<file path="config.mk">
export PLATFORM = sky130hd
export DESIGN_NAME = soc_mmio_bridge_flat
export DESIGN_NICKNAME = d
export VERILOG_FILES = /design/src/rtl/soc_mmio_bridge_if.sv /design/src/rtl/soc_mmio_bridge.sv /design/src/flat_wrapper.sv
export SDC_FILE = /design/constraint.sdc
export NUM_CORES = 1
export LEC_CHECK = 0
export ABC_AREA = 0
export CORE_AREA = 2 2 117 130
export CTS_CLUSTER_SIZE = 40
export DETAILED_ROUTE_END_ITERATION = 6
export DIE_AREA = 0 0 119 132
export GPL_ROUTABILITY_DRIVEN = 0
export GPL_TIMING_DRIVEN = 0
export PLACE_DENSITY = 0.73
export REMOVE_ABC_BUFFERS = 1
export SLEW_MARGIN = 40
export SYNTH_ARGS = -nofsm -noshare
export SYNTH_HDL_FRONTEND = slang
export SYNTH_SLANG_ARGS = --single-unit
</file>
<file path="constraint.sdc">
create_clock -name clk -period 6 [get_ports clk]
set_clock_uncertainty 0.15 [all_clocks]
set_input_delay 1.2 -clock clk [delete_from_list [all_inputs] [get_ports clk]]
set_output_delay 1.2 -clock clk [all_outputs]
set_load 0.02 [all_outputs]
</file>
<file path="src/rtl/soc_mmio_bridge_if.sv">
// soc_mmio_bridge_if
// CPU memory-port bundle between the core and soc_mmio_bridge.
//   cpu_valid    request, held high by the CPU until cpu_done
//   cpu_addr     byte address (bits [1:0] ignored, word access)
//   cpu_wdata    write data
//   cpu_wstrobe  1 = write, 0 = read
//   cpu_rdata    read data, valid only while cpu_done = 1
//   cpu_done     one-cycle completion pulse
// Modports: master = CPU side, slave = bridge side.
interface soc_mmio_bridge_if;
  logic        cpu_valid;
  logic [31:0] cpu_addr;
  logic [31:0] cpu_wdata;
  logic        cpu_wstrobe;
  logic [31:0] cpu_rdata;
  logic        cpu_done;

  modport master (
    output cpu_valid, cpu_addr, cpu_wdata, cpu_wstrobe,
    input  cpu_rdata, cpu_done
  );

  modport slave (
    input  cpu_valid, cpu_addr, cpu_wdata, cpu_wstrobe,
    output cpu_rdata, cpu_done
  );
endinterface

</file>
<file path="src/rtl/soc_mmio_bridge.sv">
// soc_mmio_bridge
// Address decoder and MMIO block between the CPU memory port and the word RAM.
// Routes each access to RAM, to a 16-byte I/O register window (LED bytes,
// key levels, sticky press flags, free-running cycle counter) or to an error
// response, and produces the CPU completion pulse for every access.
//
// Ports:
//   clk, rst_n         clock, synchronous active-low reset
//   cpu                soc_mmio_bridge_if.slave (CPU request/response)
//   ram_addr/ram_wdata pass-through of cpu_addr/cpu_wdata
//   ram_wstrobe        RAM write enable, high only while waiting on a RAM write
//   ram_rdata/ram_done RAM read data and completion
//   key_state          debounced key levels
//   key_press          one-cycle key press pulses
//   leds1..leds4       LED holding bytes
//   bus_err            sticky error flag, cleared only by reset
//
// Optional feature: define SOC_MMIO_TIMEOUT_EN to force completion of a RAM
// access (rdata 0, bus_err set) after RAM_TIMEOUT cycles without ram_done.
module soc_mmio_bridge #(
  parameter int unsigned RAM_WORDS   = 1024,
  parameter logic [31:0] IO_BASE     = 32'h8000_0000,
  parameter int unsigned RAM_TIMEOUT = 255
) (
  input  logic                    clk,
  input  logic                    rst_n,
  soc_mmio_bridge_if.slave        cpu,
  output logic [31:0]             ram_addr,
  output logic [31:0]             ram_wdata,
  output logic                    ram_wstrobe,
  input  logic [31:0]             ram_rdata,
  input  logic                    ram_done,
  input  logic [3:0]              key_state,
  input  logic [3:0]              key_press,
  output logic [7:0]              leds1,
  output logic [7:0]              leds2,
  output logic [7:0]              leds3,
  output logic [7:0]              leds4,
  output logic                    bus_err
);

  typedef enum logic [1:0] {
    IDLE     = 2'd0,
    RAM_WAIT = 2'd1,
    IO_RESP  = 2'd2,
    ERR_RESP = 2'd3
  } state_t;

  localparam logic [1:0] REG_LEDS   = 2'd0;
  localparam logic [1:0] REG_KEYS   = 2'd1;
  localparam logic [1:0] REG_PRESS  = 2'd2;
  localparam logic [1:0] REG_CYCLES = 2'd3;

  // 33 bits so a RAM that fills the whole 4 GiB space still compares correctly.
  localparam logic [32:0] RAM_BYTES = 33'(RAM_WORDS) * 33'd4;

  state_t      state;
  state_t      state_next;
  logic        hit_ram;
  logic        hit_io;
  logic        decode_fire;
  logic [1:0]  reg_sel;
  logic        wr_q;
  logic [31:0] io_rdata;
  logic [31:0] read_mux;
  logic [3:0]  press_flags;
  logic [3:0]  press_clear;
  logic [31:0] cycle_count;
  logic        done_c;
  logic [31:0] rdata_c;
  logic        ram_we_c;
  logic        timeout_hit;

  assign hit_ram     = ({1'b0, cpu.cpu_addr} < RAM_BYTES);
  assign hit_io      = (cpu.cpu_addr[31:4] == IO_BASE[31:4]);
  assign decode_fire = (state == IDLE) && cpu.cpu_valid;

  assign ram_addr  = cpu.cpu_addr;
  assign ram_wdata = cpu.cpu_wdata;

`ifdef SOC_MMIO_TIMEOUT_EN
  localparam int TW = ($clog2(RAM_TIMEOUT + 1) > 8) ? $clog2(RAM_TIMEOUT + 1) : 8;

  logic [TW-1:0] wait_cnt;

  // wait_cnt is 0 in the first RAM_WAIT cycle, so the limit is hit in cycle RAM_TIMEOUT.
  always_ff @(posedge clk) begin
    if (!rst_n || state != RAM_WAIT) begin
      wait_cnt <= '0;
    end else begin
      wait_cnt <= wait_cnt + 1'b1;
    end
  end

  assign timeout_hit = (state == RAM_WAIT) && !ram_done &&
                       (wait_cnt == TW'(RAM_TIMEOUT - 1));
`else
  assign timeout_hit = 1'b0;
`endif

  always_ff @(posedge clk) begin
    if (!rst_n) begin
      state <= IDLE;
    end else begin
      state <= state_next;
    end
  end

  always_comb begin
    state_next = state;
    done_c     = 1'b0;
    rdata_c    = '0;
    ram_we_c   = 1'b0;
    case (state)
      IDLE: begin
        if (cpu.cpu_valid) begin
          if (hit_ram) begin
            state_next = RAM_WAIT;
          end else if (hit_io) begin
            state_next = IO_RESP;
          end else begin
            state_next = ERR_RESP;
          end
        end
      end
      RAM_WAIT: begin
        ram_we_c = wr_q && !timeout_hit;
        rdata_c  = timeout_hit ? 32'h0 : ram_rdata;
        if (ram_done || timeout_hit) begin
          done_c     = 1'b1;
          state_next = IDLE;
        end
      end
      IO_RESP: begin
        done_c     = 1'b1;
        rdata_c    = io_rdata;
        state_next = IDLE;
      end
      ERR_RESP: begin
        done_c     = 1'b1;
        state_next = IDLE;
      end
      default: state_next = IDLE;
    endcase
  end

  // Gating with rst_n makes a reset abandon the access in the same cycle,
  // even if the RAM completes while reset is asserted.
  assign cpu.cpu_done  = done_c & rst_n;
  assign cpu.cpu_rdata = rst_n ? rdata_c : 32'h0;
  assign ram_wstrobe   = ram_we_c & rst_n;

  always_comb begin
    read_mux = '0;
    case (cpu.cpu_addr[3:2])
      REG_LEDS:   read_mux = {leds4, leds3, leds2, leds1};
      REG_KEYS:   read_mux = {28'h0, key_state};
      REG_PRESS:  read_mux = {28'h0, press_flags};
      REG_CYCLES: read_mux = cycle_count;
      default:    read_mux = '0;
    endcase
  end

  // Address and write flag are frozen at decode; the IO write later uses the
  // live cpu_wdata during IO_RESP.
  always_ff @(posedge clk) begin
    if (!rst_n) begin
      reg_sel  <= '0;
      wr_q     <= 1'b0;
      io_rdata <= '0;
      leds1    <= '0;
      leds2    <= '0;
      leds3    <= '0;
      leds4    <= '0;
      bus_err  <= 1'b0;
    end else begin
      if (decode_fire) begin
        reg_sel  <= cpu.cpu_addr[3:2];
        wr_q     <= cpu.cpu_wstrobe;
        io_rdata <= read_mux;
      end
      if (state == IO_RESP && wr_q && reg_sel == REG_LEDS) begin
        leds1 <= cpu.cpu_wdata[7:0];
        leds2 <= cpu.cpu_wdata[15:8];
        leds3 <= cpu.cpu_wdata[23:16];
        leds4 <= cpu.cpu_wdata[31:24];
      end
      if ((decode_fire && !hit_ram && !hit_io) || timeout_hit) begin
        bus_err <= 1'b1;
      end
    end
  end

  assign press_clear = (state == IO_RESP && wr_q && reg_sel == REG_PRESS) ?
                       cpu.cpu_wdata[3:0] : 4'h0;

  // Set is OR-ed in after the clear so a simultaneous press wins.
  always_ff @(posedge clk) begin
    if (!rst_n) begin
      press_flags <= '0;
    end else begin
      press_flags <= (press_flags & ~press_clear) | key_press;
    end
  end

  always_ff @(posedge clk) begin
    if (!rst_n) begin
      cycle_count <= '0;
    end else begin
      cycle_count <= cycle_count + 32'd1;
    end
  end

endmodule

</file>
<file path="src/flat_wrapper.sv">
// flat-port wrapper written by rule: the top's interface ports become plain ports
module soc_mmio_bridge_flat 
#(
  parameter int unsigned RAM_WORDS   = 1024,
  parameter logic [31:0] IO_BASE     = 32'h8000_0000,
  parameter int unsigned RAM_TIMEOUT = 255
)
  (clk, rst_n, ram_addr, ram_wdata, ram_wstrobe, ram_rdata, ram_done, key_state, key_press, leds1, leds2, leds3, leds4, bus_err, cpu_cpu_valid, cpu_cpu_addr, cpu_cpu_wdata, cpu_cpu_wstrobe, cpu_cpu_rdata, cpu_cpu_done);
  soc_mmio_bridge_if cpu_i ();
  input  logic clk;
  input  logic rst_n;
  output logic [31:0] ram_addr;
  output logic [31:0] ram_wdata;
  output logic ram_wstrobe;
  input  logic [31:0] ram_rdata;
  input  logic ram_done;
  input  logic [3:0] key_state;
  input  logic [3:0] key_press;
  output logic [7:0] leds1;
  output logic [7:0] leds2;
  output logic [7:0] leds3;
  output logic [7:0] leds4;
  output logic bus_err;
  input wire logic [$bits(cpu_i.cpu_valid)-1:0] cpu_cpu_valid;
  input wire logic [$bits(cpu_i.cpu_addr)-1:0] cpu_cpu_addr;
  input wire logic [$bits(cpu_i.cpu_wdata)-1:0] cpu_cpu_wdata;
  input wire logic [$bits(cpu_i.cpu_wstrobe)-1:0] cpu_cpu_wstrobe;
  output wire logic [$bits(cpu_i.cpu_rdata)-1:0] cpu_cpu_rdata;
  output wire logic [$bits(cpu_i.cpu_done)-1:0] cpu_cpu_done;
  assign cpu_i.cpu_valid = cpu_cpu_valid;
  assign cpu_i.cpu_addr = cpu_cpu_addr;
  assign cpu_i.cpu_wdata = cpu_cpu_wdata;
  assign cpu_i.cpu_wstrobe = cpu_cpu_wstrobe;
  assign cpu_cpu_rdata = cpu_i.cpu_rdata;
  assign cpu_cpu_done = cpu_i.cpu_done;
  soc_mmio_bridge #(.RAM_WORDS(RAM_WORDS), .IO_BASE(IO_BASE), .RAM_TIMEOUT(RAM_TIMEOUT)) u_core (.clk(clk), .rst_n(rst_n), .cpu(cpu_i), .ram_addr(ram_addr), .ram_wdata(ram_wdata), .ram_wstrobe(ram_wstrobe), .ram_rdata(ram_rdata), .ram_done(ram_done), .key_state(key_state), .key_press(key_press), .leds1(leds1), .leds2(leds2), .leds3(leds3), .leds4(leds4), .bus_err(bus_err));
endmodule
</file>
==> flow_metrics.py, run 1 <==
metrics = {
    "outcome": {
        "status": "completed",
    },
    "die": {
        "die_w_um": 119,
        "core_um2": 14300,
        "dieHeight_um": 132,
        "initial_core_util": 0.373,
        "rows": 46,
        "die-area_um2": 15700,
        "ios": 240,
    },
    "detailed_routing": {
        "via_per_inst": 5.09,
        "drc_errors": 0,
        "num_vias": 5121,
        "avgRoutedWirePerCell_um": 15.7,
        "drtIter0Drc": 283,
        "drtPass1Iterations": 5,
        "ant_nets": 0,
        "wl_um": 15800,
    },
    "cells_and_area": {
        "nNetsFinal": 924,
        "area_growth_syn_to_layout_pct": 42.9,
        "fill_cells": 1351,
        "seq_area_um2": 2120,
        "num_antenna_cells": 0,
        "finish.instance_area_um2": 7640,
        "fin_cells": 1006,
        "multi_input_area_um2": 2550,
        "layout-drive-gt1-share": 0.0418,
    },
    "cts": {
        "cts_hold_buf": 0,
        "clkTransAtPathRegs_ps": 80,
        "clock-sinks": 106,
        "cts_resized": 0,
        "cts-root-buf": "clkbuf_16",
        "post_cts_buffers": 0,
        "cts_max_level": 3,
        "cts_buffer_depth": 2,
        "cts_tree": "done",
        "insertion_delay_ps": 360,
        "cts-buffers-inserted": 9,
    },
    "timing": {
        "whs_ps": 313,
        "rsz0062_at_grt": "no",
        "fin_crit_sh": 0.810,
        "final-hold-violation-count": 0,
        "setup_viol": 0,
        "layout_min_cycle_time_ps": 4860,
        "relSlewSlack": 0.475,
        "worst_pin_slew_ps": 787,
        "slew_viol_final": 0,
        "fmax_ghz": 0.206,
    },
    "power_and_ir_drop": {
        "ir_worst_vdd_uv": 116,
        "p_per_area_nw_per_um2": 217,
        "p_leak_nw": 2.53,
    },
    "place": {
        "dp.cells": 990,
        "place_area_um2": 7360,
        "dp_hpwl_um": 11200,
        "portBuffers": 235,
    },
    "yosys": {
        "synth_top_area_frac": 0.397,
        "synth_largest_area_cell": "dfxtp_1",
        "synth.most_common_cell": "dfxtp_1",
        "synth_warnings": 0,
        "synthTopCellsByCount": "dfxtp_1, nand2_1, nor2_1",
        "synth.area.top_cells": "dfxtp_1, buf_4, nand2_1",
        "synth-seq-area-share": 0.397,
        "synth-edff-count": 0,
        "syn_inst": 673,
        "synthFlopType": "dfxtp_1",
        "async_reset_ff_frac": 0,
        "yosys_register_bits": 106,
        "syn_avg_cell_area_um2": 7.94,
        "yosysUniqueCellTypes": 41,
        "netlist_area_um2": 5350,
    },
    "critical_path": {
        "rrSetupSlack_ps": 3410,
        "rr_startpoint": "u_core.state[0]",
        "start_kind": "primary input",
        "reg2reg_depth": 6,
        "required_ps": 4650,
        "arrival_ps": 3510,
        "critPathKind": "primary input to primary output",
        "cp_max_fo": 32,
        "cp-end-kind": "primary output",
        "r2r_end": "u_core.leds1[6]",
    },
    "global_route": {
        "antenna_found_initial": 0,
        "grt_pass1_vias": 4797,
        "grt_first_pass_wirelength_um": 25400,
        "grt-ovfl-total": 0,
        "grt_max_degree": 71,
        "grt_usage": 0.196,
    },
    "run": {
        "maxCapViolCount": 0,
    },
    "worst_hold_path": {
        "min_from": "u_core.io_rdata[1]",
        "holdPathEnd": "u_core.io_rdata[1]",
        "hp-class": "flop to flop",
        "hold_path_depth": 2,
    },
}
## state kept, by name, indices dropped and copies added (netlist names)
| name | count |
|---|---|
| u_core.press_flags | 4 |
| u_core.leds4 | 8 |
| u_core.bus_err | 1 |
| u_core.wr_q | 1 |
| u_core.leds2 | 8 |
| u_core.leds1 | 8 |
| u_core.reg_sel | 2 |
| u_core.io_rdata | 32 |
| u_core.cycle_count | 32 |
| u_core.state | 2 |
| u_core.leds3 | 8 |
## logic make-up (layout without fill, tap and decap cells)
group                    Yosys count  after routing  share of synthesized area
AO/OA/AOI/OAI                    146            146                      0.181
XOR/XNOR                          12             12                     0.0197
adder cells (fa/ha/maj)            6              6                     0.0140
buffers and inverters            121            262                      0.132
flip-flops                       106            106                      0.397
multiplexers                       5              5                     0.0187
AND/OR/NAND/NOR                  277            277                      0.238
## layout by cell type, fill, tap and decap left out, types with 3 or more instances in the layout
master | netlist | layout
clkdlybuf4s50_1 | 0 | 235
dfxtp_1 | 106 | 106
nand2_1 | 99 | 97
nor2_1 | 83 | 81
a21oi_1 | 60 | 60
a22oi_1 | 32 | 32
nor3_1 | 31 | 31
a221oi_1 | 28 | 28
nand3_1 | 11 | 11
o31ai_1 | 11 | 11
or4_1 | 10 | 10
or3_1 | 9 | 9
clkbuf_16 | 0 | 9
nand4_1 | 8 | 8
nor4_1 | 8 | 8
inv_1 | 8 | 7
xnor2_1 | 7 | 7
o21ai_0 | 6 | 6
inv_6 | 0 | 5
xor2_1 | 5 | 5
and4_1 | 4 | 4
mux4_2 | 4 | 4
ha_1 | 6 | 4
and3_1 | 3 | 3
## critical path, cell delays in order
cell and delay (ps):
clkdlybuf4s50_1 820, nand2_2 590, nor2_1 250, clkdlybuf4s50_1 620
## worst max path at each step
stage | startpoint | end | slack [ps] | depth (start not counted)
6_report | rst_n | cpu_cpu_rdata[24] | 1140 | 4
5_1_grt | rst_n | cpu_cpu_rdata[22] | 900 | 4
4_1_cts | rst_n | cpu_cpu_rdata[24] | 1050 | 4
3_5_place_dp | rst_n | cpu_cpu_rdata[24] | 1060 | 4
3_3_place_gp | rst_n | cpu_cpu_done | -540 | 4
2_1_floorplan | rst_n | cpu_cpu_done | 1540 | 2
## power by group
part	leakage (nW)	internal, mW	switching, mW
clock network	0.137	0.289	0.285
registers	0.862	0.733	0.0206
logic	1.53	0.163	0.170
## layout make-up
class	count	area share
Tap cell	192	0.0314
Sequential cell	106	0.278
Timing Repair Buffer	238	0.315
Inverter	8	0.00458
Multi-Input combinational cell	446	0.334
Clock buffer	9	0.0295
Clock inverter	7	0.00786
## routing by layer
| metal | routed length [um] | track usage | vias to the layer above |
|---|---|---|---|
| met3 | 834 | 0.0329 | 11 |
| met2 | 7440 | 0.317 | 149 |
| li1 | - | - | 2619 |
| met4 | 199 | 0.0648 | 0 |
| met1 | 7270 | 0.266 | 2342 |
| met5 | 0 | 0 | - |
## stage by stage
step | setup WS, ps | utilization | total power, mW | TNS, ps
final | 1140 | 0.533 | 1.66 | 0
after global routing | 904 | 0.533 | 1.73 | 0
after CTS | 1050 | 0.533 | 1.68 | 0
after detailed placement | 1060 | 0.513 | 1.11 | 0
after global placement | -544 | 0.507 | 1.10 | -544
after floorplan | 1540 | - | 0.887 | 0
Note: power is estimated with default switching activity, not from simulation.
==> run 2: changes to the inputs <==
clock period = 4.5 ns   (was 6 ns; I/O delays follow)
==> results of run 2 <==
Same layout as run 1 (identical final DEF). Status: completed.
Among the figures that moved: setup slack after placement 1060 ps -> 165 ps; setup slack after layout 1140 ps -> 243 ps; register-to-register setup slack 3410 ps -> 1910 ps; total power 1.66 mW -> 2.22 mW; worst IR drop on VDD 116 uV -> 155 uV
==> run 3: changes to the inputs <==
CTS_CLUSTER_SIZE = not set   (was 40)
==> results of run 3 <==
Same layout as run 1 (identical final DEF). Status: completed.
Among the figures that moved: setup slack after placement 1060 ps -> 165 ps; setup slack after layout 1140 ps -> 243 ps; register-to-register setup slack 3410 ps -> 1910 ps; total power 1.66 mW -> 2.22 mW; worst IR drop on VDD 116 uV -> 155 uV
